[config.mk]
export PLATFORM = sky130hd
export DESIGN_NAME = read_manager_flat
export DESIGN_NICKNAME = d
export VERILOG_FILES = /design/src/rtl/read_manager_if.sv /design/src/rtl/read_manager.sv /design/src/flat_wrapper.sv
export SDC_FILE = /design/constraint.sdc
export NUM_CORES = 1
export LEC_CHECK = 0
export ABC_AREA = 0
export CORE_ASPECT_RATIO = 1.5
export CORE_MARGIN = 4
export CORE_UTILIZATION = 30
export CTS_CLUSTER_DIAMETER = 80
export DETAILED_ROUTE_END_ITERATION = 7
export PLACE_DENSITY = 0.6
export SLEW_MARGIN = 20
export SYNTH_ARGS = -nofsm -noshare
export SYNTH_HDL_FRONTEND = slang
export SYNTH_SLANG_ARGS = --single-unit
[constraint.sdc]
create_clock -name clk_i -period 2.9 [get_ports clk_i]
set_input_delay 0.725 -clock clk_i [delete_from_list [all_inputs] [get_ports clk_i]]
set_output_delay 0.725 -clock clk_i [all_outputs]
set_load 0.01 [all_outputs]
[src/rtl/read_manager_if.sv]
// Read-path bundle between the read controller, the DQ/DQS pad capture and
// the external CRC block. The slave modport is the read manager itself.
interface read_manager_if #(
    parameter int pDRAM_SIZE = 4
);
    localparam int W = 2 * pDRAM_SIZE;

    // Controller side: command, latched-at-start configuration
    logic         enable_i;
    logic         rd_en_i;
    logic [1:0]   burstlength_i;
    logic [2:0]   precycle_i;
    logic [1:0]   postcycle_i;
    logic         dram_crc_en_i;
    logic [7:0]   pre_pattern_i;

    // Pad side. Handshake rule: dq_i/dqs_i are meaningful only in a cycle
    // where their own *_valid_i is high; there is no backpressure (no ready),
    // so every qualified sample is consumed or ignored in the cycle it appears.
    logic [W-1:0] dq_i;
    logic         dq_valid_i;
    logic [1:0]   dqs_i;
    logic         dqs_valid_i;

    // CRC block side
    logic [W-1:0] crc_code_i;
    logic [W-1:0] crc_data_o;
    logic         crc_enable_o;

    // Results and status
    logic [W-1:0] rd_data_o;
    logic         rd_data_valid_o;
    logic         rd_done_o;
    logic         preamble_err_o;
    logic         timeout_err_o;
    logic         crc_err_o;
    logic         busy_o;
    logic [2:0]   state_dbg_o;

    modport slave (
        input  enable_i, rd_en_i, burstlength_i, precycle_i, postcycle_i,
               dram_crc_en_i, pre_pattern_i, dq_i, dq_valid_i, dqs_i,
               dqs_valid_i, crc_code_i,
        output crc_data_o, crc_enable_o, rd_data_o, rd_data_valid_o,
               rd_done_o, preamble_err_o, timeout_err_o, crc_err_o, busy_o,
               state_dbg_o
    );

    modport master (
        output enable_i, rd_en_i, burstlength_i, precycle_i, postcycle_i,
               dram_crc_en_i, pre_pattern_i, dq_i, dq_valid_i, dqs_i,
               dqs_valid_i, crc_code_i,
        input  crc_data_o, crc_enable_o, rd_data_o, rd_data_valid_o,
               rd_done_o, preamble_err_o, timeout_err_o, crc_err_o, busy_o,
               state_dbg_o
    );
endinterface

[src/rtl/read_manager.sv]
// DRAM read-return manager: waits for DQS, checks the read preamble, captures
// the data burst, feeds the CRC block (with BL8 padding), checks the received
// CRC word and times the postamble. All outputs are registered.
module read_manager #(
    parameter int pDRAM_SIZE = 4
) (
    input  logic          clk_i,
    input  logic          rst_i,
    read_manager_if.slave bus
);
    localparam int W = 2 * pDRAM_SIZE;

    typedef enum logic [2:0] {
        IDLE, WAIT_DQS, PREAMBLE, DATA, PAD, CRC, CHECK, POSTAMBLE
    } state_t;

    state_t       state_q, state_d;
    logic [3:0]   cnt_q, cnt_d;
    // Latched configuration, stored as "index of the last cycle"
    logic [3:0]   data_last_q, data_last_d;
    logic [1:0]   pre_last_q, pre_last_d;
    logic [1:0]   post_last_q, post_last_d;
    logic         crc_on_q, crc_on_d;
    logic         bl8_q, bl8_d;
    logic [W-1:0] rx_crc_q, rx_crc_d;

    logic [W-1:0] rd_data_q, rd_data_d, crc_data_q, crc_data_d;
    logic         rd_valid_q, rd_valid_d, crc_en_q, crc_en_d;
    logic         done_q, done_d, perr_q, perr_d, terr_q, terr_d;
    logic         cerr_q, cerr_d, busy_q, busy_d;

    logic         beat;
    logic [1:0]   exp_dqs;

    // A data/pad/crc cycle counts only with both qualifiers and a 10 strobe
    assign beat = bus.dq_valid_i && bus.dqs_valid_i && (bus.dqs_i == 2'b10);

    // Expected preamble strobe pair for preamble cycle cnt_q (MSB pair first)
    always_comb begin
        case (cnt_q[1:0])
            2'd0:    exp_dqs = bus.pre_pattern_i[7:6];
            2'd1:    exp_dqs = bus.pre_pattern_i[5:4];
            2'd2:    exp_dqs = bus.pre_pattern_i[3:2];
            default: exp_dqs = bus.pre_pattern_i[1:0];
        endcase
    end

    // Next-state, counter, config latch and registered-output values
    always_comb begin
        state_d     = state_q;
        cnt_d       = cnt_q;
        data_last_d = data_last_q;
        pre_last_d  = pre_last_q;
        post_last_d = post_last_q;
        crc_on_d    = crc_on_q;
        bl8_d       = bl8_q;
        rx_crc_d    = rx_crc_q;
        rd_data_d   = '0;
        crc_data_d  = '0;
        rd_valid_d  = 1'b0;
        crc_en_d    = 1'b0;
        done_d      = 1'b0;
        perr_d      = 1'b0;
        terr_d      = 1'b0;
        cerr_d      = 1'b0;

        case (state_q)
            IDLE: begin
                if (bus.rd_en_i) begin
                    state_d  = WAIT_DQS;
                    cnt_d    = '0;
                    crc_on_d = bus.dram_crc_en_i;
                    bl8_d    = (bus.burstlength_i == 2'b01);
                    case (bus.burstlength_i)
                        2'b01:   data_last_d = 4'd3;
                        2'b10:   data_last_d = 4'd15;
                        default: data_last_d = 4'd7;
                    endcase
                    if (bus.precycle_i == 3'd0 || bus.precycle_i > 3'd4)
                        pre_last_d = 2'd3;
                    else
                        pre_last_d = 2'(bus.precycle_i - 3'd1);
                    post_last_d = (bus.postcycle_i == 2'd0) ? 2'd0 : bus.postcycle_i - 2'd1;
                end
            end
            WAIT_DQS: begin
                // The first qualified strobe is already preamble cycle 0
                if (bus.dqs_valid_i) begin
                    if (bus.dqs_i == bus.pre_pattern_i[7:6]) begin
                        if (pre_last_q == 2'd0) begin
                            state_d = DATA;
                            cnt_d   = '0;
                        end else begin
                            state_d = PREAMBLE;
                            cnt_d   = 4'd1;
                        end
                    end else begin
                        state_d = IDLE;
                        perr_d  = 1'b1;
                    end
                end else if (cnt_q == 4'd15) begin
                    state_d = IDLE;
                    terr_d  = 1'b1;
                end else begin
                    cnt_d = cnt_q + 4'd1;
                end
            end
            PREAMBLE: begin
                if (bus.dqs_valid_i && bus.dqs_i == exp_dqs) begin
                    if (cnt_q[1:0] == pre_last_q) begin
                        state_d = DATA;
                        cnt_d   = '0;
                    end else begin
                        cnt_d = cnt_q + 4'd1;
                    end
                end else begin
                    state_d = IDLE;
                    perr_d  = 1'b1;
                end
            end
            DATA: begin
                if (beat) begin
                    rd_data_d  = bus.dq_i;
                    rd_valid_d = 1'b1;
                    if (crc_on_q) begin
                        crc_data_d = bus.dq_i;
                        crc_en_d   = 1'b1;
                    end
                    if (cnt_q == data_last_q) begin
                        cnt_d = '0;
                        if (bl8_q && crc_on_q) state_d = PAD;
                        else if (crc_on_q)     state_d = CRC;
                        else                   state_d = POSTAMBLE;
                    end else begin
                        cnt_d = cnt_q + 4'd1;
                    end
                end
            end
            PAD: begin
                // BL8 is padded to BL16 length with all-ones for the CRC block
                if (beat) begin
                    crc_data_d = '1;
                    crc_en_d   = 1'b1;
                    if (cnt_q[1:0] == 2'd3) begin
                        state_d = CRC;
                        cnt_d   = '0;
                    end else begin
                        cnt_d = cnt_q + 4'd1;
                    end
                end
            end
            CRC: begin
                if (beat) begin
                    rx_crc_d = bus.dq_i;
                    state_d  = CHECK;
                end
            end
            CHECK: begin
                cerr_d  = (bus.crc_code_i != rx_crc_q);
                state_d = POSTAMBLE;
                cnt_d   = '0;
            end
            POSTAMBLE: begin
                if (cnt_q[1:0] == post_last_q) begin
                    state_d = IDLE;
                    done_d  = 1'b1;
                end else begin
                    cnt_d = cnt_q + 4'd1;
                end
            end
            default: state_d = IDLE;
        endcase

        // Disable wins over everything: quiet return to IDLE, no pulses
        if (!bus.enable_i) begin
            state_d    = IDLE;
            cnt_d      = '0;
            rd_data_d  = '0;
            crc_data_d = '0;
            rd_valid_d = 1'b0;
            crc_en_d   = 1'b0;
            done_d     = 1'b0;
            perr_d     = 1'b0;
            terr_d     = 1'b0;
            cerr_d     = 1'b0;
        end

        busy_d = (state_d != IDLE);
    end

    // State, counter and latched configuration
    always_ff @(posedge clk_i or negedge rst_i) begin
        if (!rst_i) begin
            state_q     <= IDLE;
            cnt_q       <= '0;
            data_last_q <= '0;
            pre_last_q  <= '0;
            post_last_q <= '0;
            crc_on_q    <= 1'b0;
            bl8_q       <= 1'b0;
            rx_crc_q    <= '0;
        end else begin
            state_q     <= state_d;
            cnt_q       <= cnt_d;
            data_last_q <= data_last_d;
            pre_last_q  <= pre_last_d;
            post_last_q <= post_last_d;
            crc_on_q    <= crc_on_d;
            bl8_q       <= bl8_d;
            rx_crc_q    <= rx_crc_d;
        end
    end

    // Registered outputs
    always_ff @(posedge clk_i or negedge rst_i) begin
        if (!rst_i) begin
            rd_data_q  <= '0;
            crc_data_q <= '0;
            rd_valid_q <= 1'b0;
            crc_en_q   <= 1'b0;
            done_q     <= 1'b0;
            perr_q     <= 1'b0;
            terr_q     <= 1'b0;
            cerr_q     <= 1'b0;
            busy_q     <= 1'b0;
        end else begin
            rd_data_q  <= rd_data_d;
            crc_data_q <= crc_data_d;
            rd_valid_q <= rd_valid_d;
            crc_en_q   <= crc_en_d;
            done_q     <= done_d;
            perr_q     <= perr_d;
            terr_q     <= terr_d;
            cerr_q     <= cerr_d;
            busy_q     <= busy_d;
        end
    end

    assign bus.rd_data_o       = rd_data_q;
    assign bus.rd_data_valid_o = rd_valid_q;
    assign bus.crc_data_o      = crc_data_q;
    assign bus.crc_enable_o    = crc_en_q;
    assign bus.rd_done_o       = done_q;
    assign bus.preamble_err_o  = perr_q;
    assign bus.timeout_err_o   = terr_q;
    assign bus.crc_err_o       = cerr_q;
    assign bus.busy_o          = busy_q;
    assign bus.state_dbg_o     = state_q;
endmodule

[src/flat_wrapper.sv]
// flat-port wrapper written by rule: the top's interface ports become plain ports
module read_manager_flat 
#(
    parameter int pDRAM_SIZE = 4
)
  (clk_i, rst_i, bus_enable_i, bus_rd_en_i, bus_burstlength_i, bus_precycle_i, bus_postcycle_i, bus_dram_crc_en_i, bus_pre_pattern_i, bus_dq_i, bus_dq_valid_i, bus_dqs_i, bus_dqs_valid_i, bus_crc_code_i, bus_crc_data_o, bus_crc_enable_o, bus_rd_data_o, bus_rd_data_valid_o, bus_rd_done_o, bus_preamble_err_o, bus_timeout_err_o, bus_crc_err_o, bus_busy_o, bus_state_dbg_o);
  read_manager_if #(.pDRAM_SIZE(pDRAM_SIZE)) bus_i ();
  input  logic clk_i;
  input  logic rst_i;
  input wire logic [$bits(bus_i.enable_i)-1:0] bus_enable_i;
  input wire logic [$bits(bus_i.rd_en_i)-1:0] bus_rd_en_i;
  input wire logic [$bits(bus_i.burstlength_i)-1:0] bus_burstlength_i;
  input wire logic [$bits(bus_i.precycle_i)-1:0] bus_precycle_i;
  input wire logic [$bits(bus_i.postcycle_i)-1:0] bus_postcycle_i;
  input wire logic [$bits(bus_i.dram_crc_en_i)-1:0] bus_dram_crc_en_i;
  input wire logic [$bits(bus_i.pre_pattern_i)-1:0] bus_pre_pattern_i;
  input wire logic [$bits(bus_i.dq_i)-1:0] bus_dq_i;
  input wire logic [$bits(bus_i.dq_valid_i)-1:0] bus_dq_valid_i;
  input wire logic [$bits(bus_i.dqs_i)-1:0] bus_dqs_i;
  input wire logic [$bits(bus_i.dqs_valid_i)-1:0] bus_dqs_valid_i;
  input wire logic [$bits(bus_i.crc_code_i)-1:0] bus_crc_code_i;
  output wire logic [$bits(bus_i.crc_data_o)-1:0] bus_crc_data_o;
  output wire logic [$bits(bus_i.crc_enable_o)-1:0] bus_crc_enable_o;
  output wire logic [$bits(bus_i.rd_data_o)-1:0] bus_rd_data_o;
  output wire logic [$bits(bus_i.rd_data_valid_o)-1:0] bus_rd_data_valid_o;
  output wire logic [$bits(bus_i.rd_done_o)-1:0] bus_rd_done_o;
  output wire logic [$bits(bus_i.preamble_err_o)-1:0] bus_preamble_err_o;
  output wire logic [$bits(bus_i.timeout_err_o)-1:0] bus_timeout_err_o;
  output wire logic [$bits(bus_i.crc_err_o)-1:0] bus_crc_err_o;
  output wire logic [$bits(bus_i.busy_o)-1:0] bus_busy_o;
  output wire logic [$bits(bus_i.state_dbg_o)-1:0] bus_state_dbg_o;
  assign bus_i.enable_i = bus_enable_i;
  assign bus_i.rd_en_i = bus_rd_en_i;
  assign bus_i.burstlength_i = bus_burstlength_i;
  assign bus_i.precycle_i = bus_precycle_i;
  assign bus_i.postcycle_i = bus_postcycle_i;
  assign bus_i.dram_crc_en_i = bus_dram_crc_en_i;
  assign bus_i.pre_pattern_i = bus_pre_pattern_i;
  assign bus_i.dq_i = bus_dq_i;
  assign bus_i.dq_valid_i = bus_dq_valid_i;
  assign bus_i.dqs_i = bus_dqs_i;
  assign bus_i.dqs_valid_i = bus_dqs_valid_i;
  assign bus_i.crc_code_i = bus_crc_code_i;
  assign bus_crc_data_o = bus_i.crc_data_o;
  assign bus_crc_enable_o = bus_i.crc_enable_o;
  assign bus_rd_data_o = bus_i.rd_data_o;
  assign bus_rd_data_valid_o = bus_i.rd_data_valid_o;
  assign bus_rd_done_o = bus_i.rd_done_o;
  assign bus_preamble_err_o = bus_i.preamble_err_o;
  assign bus_timeout_err_o = bus_i.timeout_err_o;
  assign bus_crc_err_o = bus_i.crc_err_o;
  assign bus_busy_o = bus_i.busy_o;
  assign bus_state_dbg_o = bus_i.state_dbg_o;
  read_manager #(.pDRAM_SIZE(pDRAM_SIZE)) u_core (.clk_i(clk_i), .rst_i(rst_i), .bus(bus_i));
endmodule
* Word level (Yosys, flattened, before mapping)
Index checks and enable logic that the tools add are counted.
Operators by class: reduce and logical (&&, ||, !) cells 14, $add $sub $neg 3, eq/ne operators 28, $lt $le $gt $ge 1, muxes and demuxes 64
Operator list (count):
- $mux 8 | 7
- $mux 4 | 12
- $mux 3 | 13
- $pmux 4 s7 | 1
- $pmux 3 s8 | 1
- $mux 1 | 21
- $pmux 8 s2 | 1
- $eq 3x3->1 const B | 4
- $ne 3x2->1 const B | 3
- $eq 2x2->1 | 4
- $eq 2x2->1 const B | 4
- $mux 2 | 4
- $ne 8x1->1 const B | 1
- $ne 8x8->1 | 1
- $pmux 4 s2 | 1
- $reduce_and 8->1 | 1
- $eq 3x2->1 const B | 2
- $logic_not 2->1 | 3
- $logic_not 3->1 | 2
- $ne 3x3->1 const B | 2
- $pmux 2 s3 | 1
- $add 4x1->4 const B | 1
- $eq 2x1->1 const B | 2
- $eq 4x4->1 | 1
- 11 further kinds | 17
Storage, ports and cells: register bits after elaboration 48, logic and storage cells 127, bits of input ports 40

* Longest topological paths before layout
depth in word-level cells 8, gate-level depth with buffers 9, gate-level depth less buffers 8

* Least setup slack after synthesis
Ideal clock, no wire load.
path kind reg2reg, from register u_core.cnt_q[0], to register u_core.busy_q (netlist: u_core.bus.busy_o), slack 0.606 ns, cell stages (with the launch flop) 10, arrival 2.163 ns, clock period less this slack 2.294 ns, setup time 0.131 ns, buffers on the path 1, cells stage by stage dfrtp_1 buf_6 inv_1 ha_1 a222oi_1 a21oi_2 xor2_1 nor3_1 o311a_1 or3_1
Between the ends: word-level cells in the longest chain between the ends 8, elaborated cells on any way between the ends 23
RTL lines:
- from (decl) | RTL line read_manager.sv:18 | logic [3:0] cnt_q, cnt_d;
- from (signal assigned) | RTL line read_manager.sv:204 | cnt_q <= cnt_d;
- $eq 2x2->1 (tied with other cells) | RTL line read_manager.sv:40 | case (cnt_q[1:0])
- $pmux 2 s3 | RTL line read_manager.sv:40
- $eq 2x2->1 | RTL line read_manager.sv:109 | if (bus.dqs_valid_i && bus.dqs_i == exp_dqs) begin
- $logic_and 1x1->1 | RTL line read_manager.sv:109
- $mux 3 | RTL line read_manager.sv:109
- $pmux 3 s8 * | RTL line read_manager.sv:67 | case (state_q)
- $mux 3 * | RTL line read_manager.sv:175 | if (!bus.enable_i) begin
- net u_core.state_d[1] | RTL line read_manager.sv:17 | state_t state_q, state_d;
- $reduce_bool 3->1 * | RTL line read_manager.sv:188 | busy_d = (state_d != IDLE);
- net u_core.busy_d | RTL line read_manager.sv:30 | logic cerr_q, cerr_d, busy_q, busy_d;
- to (signal assigned) | RTL line read_manager.sv:235 | busy_q <= busy_d;
- to (decl) | RTL line read_manager.sv:30
Mark *: on every way through the listed nets, which the timed path passes. The rest lies on a longest branch. A chain may end at the register's enable or synchronous reset.

* Worst setup path in the final report
from input port bus_pre_pattern_i[5], to register u_core.busy_q (netlist: u_core.bus.busy_o)
Between the ends: word-level cells in the longest chain between the ends 7
RTL lines:
- from (decl) | RTL line flat_wrapper.sv:16 | input wire logic [$bits(bus_i.pre_pattern_i)-1:0] bus_pre_pattern_i;
- $pmux 2 s3 | RTL line read_manager.sv:40
- $eq 2x2->1 | RTL line read_manager.sv:109
- $logic_and 1x1->1 | RTL line read_manager.sv:109
- $mux 3 | RTL line read_manager.sv:109
- $pmux 3 s8 | RTL line read_manager.sv:67
- $mux 3 | RTL line read_manager.sv:175
- net u_core.state_d[1] | RTL line read_manager.sv:17
- $reduce_bool 3->1 | RTL line read_manager.sv:188
- net u_core.busy_d | RTL line read_manager.sv:30
The timed path passes the listed nets, and every way through them passes these cells.

==> impl_metrics.json <==
{
  "final_common_cell": "clkdlybuf4s50_1",
  "final_layout_size_suffix_gt1_share_pct": 12.5,
  "max_slew.worst_pin.slew_ps": 699,
  "portBuffers": 65,
  "start_util_pct": 31.2,
  "fin_crit_ps": 2560,
  "hold_slack_ps": 239,
  "path_class": "in2reg",
  "ctsHoldBuffers": 0,
  "fin_skew_ps": 4.83,
  "drtIter0Drc": 126,
  "slew_violations": 0,
  "crit_chain": "clkdlybuf4s50_1, a222oi_1, a21oi_2, xor2_1, nor3_1, o311a_1, or3_1",
  "synth_nets": 288,
  "wl_per_cell_um": 15.1,
  "ys_async_sr_fraction_pct": 100,
  "gp_congestion": 0.907,
  "grt_pass1_wl_um": 10700,
  "core_area_um2": 8110,
  "p_sw_share_pct": 22.9,
  "path_max_fanout": 3,
  "die_h_um": 120,
  "yosysSeqAreaShare_pct": 46.6,
  "syn-instance-count": 242,
  "die_x_um": 82.9,
  "cp-end-kind": "register",
  "required_ps": 3050,
  "drv_cap": 0,
  "p_int_mw": 1.19,
  "tritoncts": "yes",
  "synth-seq-cells": 47,
  "peakVddDrop_uv": 343,
  "setup_tns_ps": 0,
  "dpl_cell_area_um2": 3300,
  "overflow": 0,
  "hold_viol": 0,
  "status": "finished clean",
  "crit_arrival_ps": 2710,
  "routed_wl_um": 6300,
  "cts_sinks": 47,
  "clk_latency_ps": 280,
  "switchingPower_uw": 353,
  "route.detailed.drc": 0,
  "p_seq_share_pct": 45.0,
  "htreeDepth": 2,
  "area_delta_synth_final_pct": 37.5,
  "max-slew-margin-rel_pct": 53.4,
  "ctsResizeCount": 0,
  "die-area_um2": 9980,
  "ys_types": 56,
  "crit_start": "bus_pre_pattern_i[5]",
  "hold_path.class": "in2async",
  "cts_buffers": 5,
  "synth_top_flop_cell": "dfrtp_1",
  "syn-cell-area_um2": 2530,
  "max_freq_mhz": 390,
  "ant_nets": 0,
  "rsz0062_at_grt": "false",
  "final_cell_mix": "clkdlybuf4s50_1 (64), dfrtp_1 (47), nand2_1 (18)",
  "power-per-cell-area_nw_per_um2": 443,
  "leakagePower_nw": 1.52,
  "comb_power_share_pct": 12.7,
  "via_per_inst": 4.85,
  "antenna_cells": 0,
  "post-route-period-util_pct": 88.3,
  "firstDrtPassIters": 4,
  "r2r-start": "u_core.cnt_q[0]$_DFFE_PN0P_",
  "fin_nets": 357,
  "vias": 2023,
  "first_global_vias": 2235,
  "max_stage_delay_ps": 400,
  "ios": 66,
  "avgSynthCellArea_um2": 10.4,
  "placementRows": 40,
  "fin_util_pct": 42.8,
  "cts_buffer_depth": 2,
  "clockPowerShare_pct": 42.3,
  "yosys_warnings": 0,
  "antenna_found_initial": 0,
  "dpl.hpwl_um": 4980,
  "startpoint_type": "input pin",
  "synth_edf_count": 0,
  "root_buffer": "clkbuf_16",
  "clkTransAtPathRegs_ps": 70,
  "layout.cell_area.non_filler_um2": 3470,
  "setup_violations": 0,
  "post_cts_buffers": 0,
  "grt_max_degree": 44,
  "crit_slowest_cell": "clkdlybuf4s50_1",
  "track_usage_pct": 13.2
}
-- per-stage QoR --
stage | total power, mW | worst slack [ps] | std cells
5_1_grt | 1.61 | 294 | 417
2_1_floorplan | 0.798 | 606 | 242
4_1_cts | 1.56 | 348 | 417
6_report | 1.54 | 339 | 417
3_3_place_gp | 0.901 | 92.2 | 409
3_5_place_dp | 0.904 | 56.0 | 409
-- flip-flops by register name, indices dropped and copies added, names as in the netlist --
register / flops
u_core.bl8_q: 1
u_core.bus.busy_o: 1
u_core.bus.crc_data_o: 8
u_core.bus.crc_enable_o: 1
u_core.bus.crc_err_o: 1
u_core.bus.preamble_err_o: 1
u_core.bus.rd_data_o: 8
u_core.bus.rd_data_valid_o: 1
u_core.bus.rd_done_o: 1
u_core.bus.state_dbg_o: 3
u_core.bus.timeout_err_o: 1
u_core.cnt_q: 4
u_core.crc_on_q: 1
u_core.data_last_q: 3
u_core.post_last_q: 2
u_core.pre_last_q: 2
u_core.rx_crc_q: 8
-- layout make-up --
cell class	count	area, um^2
flip-flops and latches	47	1180
well taps	105	131
clock buffers	5	125
inverters	9	33.8
repair buffers	73	706
multi-input cells	175	1250
clock inverters	3	46.3
fillers	781	4630
-- final timing paths --
kind                       depth (start not counted)                                   end  slack, ps
min in group clk_i                                 2              u_core.bl8_q$_DFFE_PN0P_        480
min                                                1  u_core.bus.rd_data_valid_o$_DFF_PN0_        240
max in group asynchronous                          2    u_core.bus.timeout_err_o$_DFF_PN0_       1910
max reg2reg                                        8           u_core.bus.busy_o$_DFF_PN0_        490
max                                                7           u_core.bus.busy_o$_DFF_PN0_        340
min reg2reg                                        2              u_core.bl8_q$_DFFE_PN0P_        480
-- worst max-delay path, delay by kind of cell --
family	cells	cell delay, ps
AOI/OAI and AO/OA	3	870
and+or+nand+nor	2	460
buffers and inverters	1	400
xor gates and xnor gates	1	260
-- cell families (layout without fill, tap and decap cells) --
family | after synthesis | after routing | synth area share, %
flops | 47 | 47 | 46.6
mux | 13 | 13 | 5.75
compound gates | 47 | 47 | 14.0
buf+inv | 20 | 90 | 3.76
xor+xnor | 18 | 18 | 6.24
fa+ha+maj | 6 | 6 | 2.97
simple gates | 91 | 91 | 20.7
-- cells in the mapped netlist (5+ instances only) --
| cell type | number | area share (%) |
|---|---|---|
| dfrtp_1 | 47 | 47 |
| nand2_1 | 18 | 2.7 |
| inv_1 | 8 | 1.2 |
| o21a_1 | 11 | 3.3 |
| and2_1 | 10 | 2.5 |
| o21ai_0 | 8 | 1.6 |
| xnor2_1 | 9 | 3.1 |
| nand3_1 | 5 | 0.99 |
| mux2_2 | 11 | 4.9 |
| a21oi_1 | 6 | 1.2 |
| nor2_1 | 13 | 1.9 |
| nor3_1 | 6 | 1.2 |
| nand2b_1 | 8 | 2.0 |
| ha_1 | 6 | 3.0 |
| xor2_1 | 9 | 3.1 |
| nor2b_1 | 5 | 1.2 |
-- power groups by stage --
| stage | clock [mW] | combinational [mW] | sequential, mW |
|---|---|---|---|
| 2_1_floorplan | 0 | 0.0986 | 0.699 |
| 3_3_place_gp | 0 | 0.195 | 0.705 |
| 3_5_place_dp | 0 | 0.198 | 0.706 |
| 4_1_cts | 0.671 | 0.199 | 0.693 |
| 5_1_grt | 0.699 | 0.217 | 0.696 |
| 6_report | 0.652 | 0.196 | 0.693 |
-- layer usage --
layer | global-route usage, % | up-vias | wire length [um]
met2 | 26.1 | 67 | 3590
li1 | - | 990 | -
met3 | 2.39 | 9 | 262
met4 | 5.11 | 0 | 105
met5 | 0 | - | 0
met1 | 13.3 | 957 | 2340
No activity file was read; power rests on OpenSTA's default activity.
